[src/rtl/sss_pkg.sv]
// sss_pkg: shared constants and segment lookup for the seven-segment scan path
package sss_pkg;
  localparam int NDIG = 6;
  localparam logic [3:0] BLANK_CODE = 4'd10;
  localparam logic [6:0] SEG_LUT [16] = '{
    7'h3F, 7'h06, 7'h5B, 7'h4F, 7'h66, 7'h6D, 7'h7D, 7'h07,
    7'h7F, 7'h6F, 7'h00, 7'h00, 7'h00, 7'h00, 7'h00, 7'h00
  };
endpackage

[src/rtl/sss_scan_if.sv]
// sss_scan_if: digit codes in, multiplexed segment/anode bus out
interface sss_scan_if;
  logic [3:0] d0, d1, d2, d3, d4, d5;
  logic [6:0] seg;
  logic dp;
  logic [5:0] an;
  logic frame;
  modport master(output d0, d1, d2, d3, d4, d5, input seg, dp, an, frame);
  modport slave(input d0, d1, d2, d3, d4, d5, output seg, dp, an, frame);
endinterface

[src/rtl/sss_seg_decode.sv]
// sss_seg_decode: 4-bit code to active-high g..a segments
module sss_seg_decode
  import sss_pkg::*;
(
  input  logic [3:0] code,
  output logic [6:0] seg
);
  assign seg = SEG_LUT[code];
endmodule

[src/rtl/sss_scan.sv]
// sss_scan: frame-snapshotted six-digit scan driver with a blank slot per digit
module sss_scan
  import sss_pkg::*;
#(
  parameter int SCAN_DIV = 50000,
  parameter bit SEG_ACT_LOW = 1'b1,
  parameter bit AN_ACT_LOW = 1'b1
) (
  input logic clk,
  input logic reset,
  sss_scan_if.slave bus
);
  localparam int CW = $clog2(SCAN_DIV);
  localparam logic [6:0] SEG_OFF = SEG_ACT_LOW ? 7'h7F : 7'h00;
  localparam logic [5:0] AN_OFF = AN_ACT_LOW ? 6'h3F : 6'h00;
  logic [CW-1:0] cnt;
  logic [2:0] idx;
  logic [3:0] sh [NDIG];
  logic [3:0] d [NDIG];
  logic [6:0] seg_hi;
  logic tick, snap;
  assign d = '{bus.d0, bus.d1, bus.d2, bus.d3, bus.d4, bus.d5};
  assign tick = cnt == CW'(SCAN_DIV - 1);
  // The shadow only reloads as the last digit's slot ends, so a frame never mixes old and new digits
  assign snap = tick && idx == 3'(NDIG - 1);
  sss_seg_decode u_dec (.code(sh[idx]), .seg(seg_hi));
  always_ff @(posedge clk) begin
    if (reset) begin
      cnt <= '0;
      idx <= '0;
      sh <= '{default: 4'd8};
      bus.an <= AN_OFF;
      bus.seg <= SEG_OFF;
      bus.dp <= SEG_ACT_LOW;
      bus.frame <= 1'b0;
    end else begin
      cnt <= tick ? '0 : cnt + CW'(1);
      if (tick) idx <= snap ? 3'd0 : idx + 3'd1;
      if (snap) sh <= d;
      bus.an <= cnt == '0 ? AN_OFF : (6'b1 << idx) ^ AN_OFF;
      bus.seg <= cnt == '0 ? SEG_OFF : seg_hi ^ SEG_OFF;
      bus.dp <= SEG_ACT_LOW;
      bus.frame <= snap;
    end
  end
endmodule

[src/flat_wrapper.sv]
// flat-port wrapper written by rule: the top's interface ports become plain ports
module sss_scan_flat import sss_pkg::*;
#(
  parameter int SCAN_DIV = 50000,
  parameter bit SEG_ACT_LOW = 1'b1,
  parameter bit AN_ACT_LOW = 1'b1
)
  (clk, reset, bus_d0, bus_d1, bus_d2, bus_d3, bus_d4, bus_d5, bus_seg, bus_dp, bus_an, bus_frame);
  sss_scan_if bus_i ();
  input logic clk;
  input logic reset;
  input wire logic [$bits(bus_i.d0)-1:0] bus_d0;
  input wire logic [$bits(bus_i.d1)-1:0] bus_d1;
  input wire logic [$bits(bus_i.d2)-1:0] bus_d2;
  input wire logic [$bits(bus_i.d3)-1:0] bus_d3;
  input wire logic [$bits(bus_i.d4)-1:0] bus_d4;
  input wire logic [$bits(bus_i.d5)-1:0] bus_d5;
  output wire logic [$bits(bus_i.seg)-1:0] bus_seg;
  output wire logic [$bits(bus_i.dp)-1:0] bus_dp;
  output wire logic [$bits(bus_i.an)-1:0] bus_an;
  output wire logic [$bits(bus_i.frame)-1:0] bus_frame;
  assign bus_i.d0 = bus_d0;
  assign bus_i.d1 = bus_d1;
  assign bus_i.d2 = bus_d2;
  assign bus_i.d3 = bus_d3;
  assign bus_i.d4 = bus_d4;
  assign bus_i.d5 = bus_d5;
  assign bus_seg = bus_i.seg;
  assign bus_dp = bus_i.dp;
  assign bus_an = bus_i.an;
  assign bus_frame = bus_i.frame;
  sss_scan #(.SCAN_DIV(SCAN_DIV), .SEG_ACT_LOW(SEG_ACT_LOW), .AN_ACT_LOW(AN_ACT_LOW)) u_core (.clk(clk), .reset(reset), .bus(bus_i));
endmodule
[config.mk]
export PLATFORM = sky130hd
export DESIGN_NAME = sss_scan_flat
export DESIGN_NICKNAME = d
export VERILOG_FILES = /design/src/rtl/sss_pkg.sv /design/src/rtl/sss_scan_if.sv /design/src/rtl/sss_seg_decode.sv /design/src/rtl/sss_scan.sv /design/src/flat_wrapper.sv
export SDC_FILE = /design/constraint.sdc
export NUM_CORES = 1
export LEC_CHECK = 0
export ABC_AREA = 1
export CORE_MARGIN = 5
export CORE_UTILIZATION = 35
export DETAILED_ROUTE_END_ITERATION = 16
export PLACE_DENSITY = 0.58
export SETUP_SLACK_MARGIN = 0.15
export SYNTH_ARGS = -nofsm -noshare
export SYNTH_HDL_FRONTEND = slang
export SYNTH_SLANG_ARGS = --single-unit
[constraint.sdc]
create_clock -name clk -period 2.37 [get_ports clk]
set_input_delay 0.474 -clock clk [delete_from_list [all_inputs] [get_ports clk]]
set_output_delay 0.474 -clock clk [all_outputs]
set_load 0.005 [all_outputs]
==> reports/metrics.cfg <==
[status]
outcome = complete, no violations

[grt]
grt_max_degree = 20
grt_pass1_wl_um = 9632
grt-ovfl-total = 0
grt_usage_pct = 13.42
grt_pass1_vias = 2205
antenna_found_initial = 0

[pwr]
seqPwrFrac_pct = 51.7
p_total_w = 0.001901
p_per_area_mw_per_mm2 = 582.5
ir_drop_mv = 0.2387
switching_share_pct = 21.10
p_int_w = 0.001500
p_clk_share_pct = 41.9
p_leak_nw = 1.366
p_switching_w = 0.0004011
combPwrFrac_pct = 6.3

[route]
drt_iter0_drc = 72
dr.pass1.iters = 4
wire_per_inst_um = 11.24
routed_wirelength_um = 5611
drtAntennaViolNets = 0
num_vias = 2235
viasPerCell = 4.479
drc = 0

[setup_path]
max_stage_delay_ns = 0.44
startpoint_type = flip-flop
critPathArrivalTime_ns = 2.10
critical_path.top_delay_family = simple AND/OR/NAND/NOR gates
crit_top_cell = nand2_1
crit_chain = clkinvlp_4, nand2_1, nand3_1, nand2_1, nand2_1, nand2_1, inv_1, ha_1, nand3b_1, nand3_1, nand3_1
path_max_fanout = 12
path_buf_inv = 2
required_ns = 2.57
cpMaxStageDelayCell = dfxtp_2
crit_type = flip-flop to flip-flop
crit_path_end_kind = flip-flop

[job]
drv_cap = 0

[yosys]
yosysMostFrequentCell = nand2_1
synth-seq-cells = 57
syn_area_per_cell_um2 = 7.404
synth_area_mm2 = 0.002606
synthTopCellsByArea = dfxtp_1 (44%), nand2_1 (12%), nand3_1 (6.9%), nor2_1 (6.8%), ha_1 (5.8%)
synth_edf_count = 0
synth_top_cell_by_area = dfxtp_1
seq_area_frac_synth_pct = 43.78
synthArstFlopShare_pct = 0
synth_ff_type = dfxtp_1
mappedNetlistNets = 390
synth_cell_types = 35
synth_top_area_share_pct = 43.78
netlist_instances = 352
synthTopCellsByCount = nand2_1 (86), dfxtp_1 (57), nor2_1 (47)
synth_warnings = 0

[cts]
clk_pin_slew_ns = 0.06
root_buffer = clkbuf_8
cts_hold_buf = 0
cts_buffer_depth = 2
cts_buffers = 9
insertion_delay_ns = 0.33
h-tree-depth = 3
cts_tree = done
numClockSinks = 57

[finish]
regArea_mm2 = 0.001142
fillers = 757
multi_input_area_mm2 = 0.001247
antenna_cells = 0
final_area_mm2 = 0.003263
final_nets = 436
syn2layout_area_growth_pct = 25.20
drive_gt1_share_pct = 9.750

[sta]
slew_viol_final = 0
fin_crit_ns = 1.900
hold_ws_ns = 0.4556
setup_tns_ns = 0
timing.fmax_mhz = 526.4
fin_crit_sh_pct = 80.16
hold_violations = 0
timing.final.ws_setup_ns = 0.4702
setup_viol = 0
rsz0062_at_grt = false
fin_skew_ns = 0.007094

[floorplan]
die_w_um = 96.29
die_y_um = 96.29
rows = 31
start_util_pct = 35.93
die-area_mm2 = 0.009272
core_mm2 = 0.007253
io_pins = 41

[place]
gp_congestion = 0.8581
hpwl_um = 4264
dp_worst_setup_slack_ns = 0.2726
place_area_mm2 = 0.003070
port_buffers = 39

[min_path]
hp-class = flip-flop to flip-flop

-- cells by family after synthesis --
group	share of synthesized area, %
xor+xnor	0.6722
compound gates	6.962
simple gates	34.18
other cells	0.1439
buf+inv	8.497
flops	43.78
fa+ha+maj	5.761
-- power by group through the flow --
stage	sequential, W	clock (W)	combinational [W]
2_1_floorplan	0.00101	0	0.0000402
3_3_place_gp	0.00101	0	0.000122
3_5_place_dp	0.00101	0	0.000122
4_1_cts	0.000984	0.000825	0.000123
5_1_grt	0.000986	0.000863	0.000135
6_report	0.000984	0.000797	0.000120
-- cells in the final DEF (no fill, tap or decap), drive strengths merged --
cell type      instances
a211oi                 1
a21boi                 1
a21o                   1
a21oi                 12
buf                    6
clkbuf                13
clkdlybuf4s50         39
clkinv                 1
clkinvlp               1
conb                   1
dfxtp                 57
ha                    12
inv                   35
nand2                 92
nand3                 36
nand3b                 2
nand4                  1
nor2                  51
nor3                  14
nor3b                  2
nor4                   2
o21a                   1
o21ai                 16
or2                    1
xor2                   2
-- routing by layer --
layer | vias up | track usage [%] | share of wire, %
met2 | 35 | 21.45 | 46
met4 | 0 | 5.841 | 1.5
met3 | 9 | 4.300 | 4.8
li1 | 1205 | - | -
met1 | 986 | 16.50 | 48
met5 | - | 0 | 0
-- per-stage QoR --
stage               cells  utilization (%)
CTS                   497            44.66
floorplan             352                -
global route          499            44.99
finish                499            44.99
global placement      484            42.33
detailed placement    484            42.33
-- layout make-up --
type / count / share of cell area (%)
Clock buffer: 13 / 5.176
Inverter: 37 / 4.448
Multi-Input combinational cell: 248 / 38.23
Sequential cell: 57 / 35.01
Tap cell: 99 / 3.796
Timing Repair Buffer: 45 / 13.34
-- worst reg2reg max path, stage by stage (launching register included) --
cell        delay (ns)
dfxtp_2           0.44
clkinvlp_4        0.25
nand2_1           0.11
nand3_1           0.07
nand2_1           0.07
nand2_1           0.05
nand2_1           0.17
inv_1             0.11
ha_1              0.18
nand3b_1          0.17
nand3_1           0.09
nand3_1           0.06
-- worst paths after layout --
check                              from                            to  slack (ns)  depth (start not counted)
max reg2reg  u_core.idx[0]$_SDFFE_PP0N_  u_core.bus.seg[3]$_SDFF_PP1_        0.47                         11
min            u_core.cnt[0]$_SDFF_PP0_      u_core.cnt[0]$_SDFF_PP0_        0.46                          1
max          u_core.idx[0]$_SDFFE_PP0N_  u_core.bus.seg[3]$_SDFF_PP1_        0.47                         11
min reg2reg    u_core.cnt[0]$_SDFF_PP0_      u_core.cnt[0]$_SDFF_PP0_        0.46                          1
-- registers in the layout, summed over array words and instances (netlist names) --
signal and flops:
u_core.cnt 16, u_core.sh 24, u_core.bus.seg 7, u_core.bus.an 6, u_core.bus.frame 1, u_core.idx 3
-- what timing repair did --
| action | in CTS | in global routing |
|---|---|---|
| gates resized for setup | 0 | 3 |
| buffers inserted | 0 | 2 |
| setup endpoints to repair | 0 | 5 |
No activity file was read; power rests on OpenSTA's default activity.
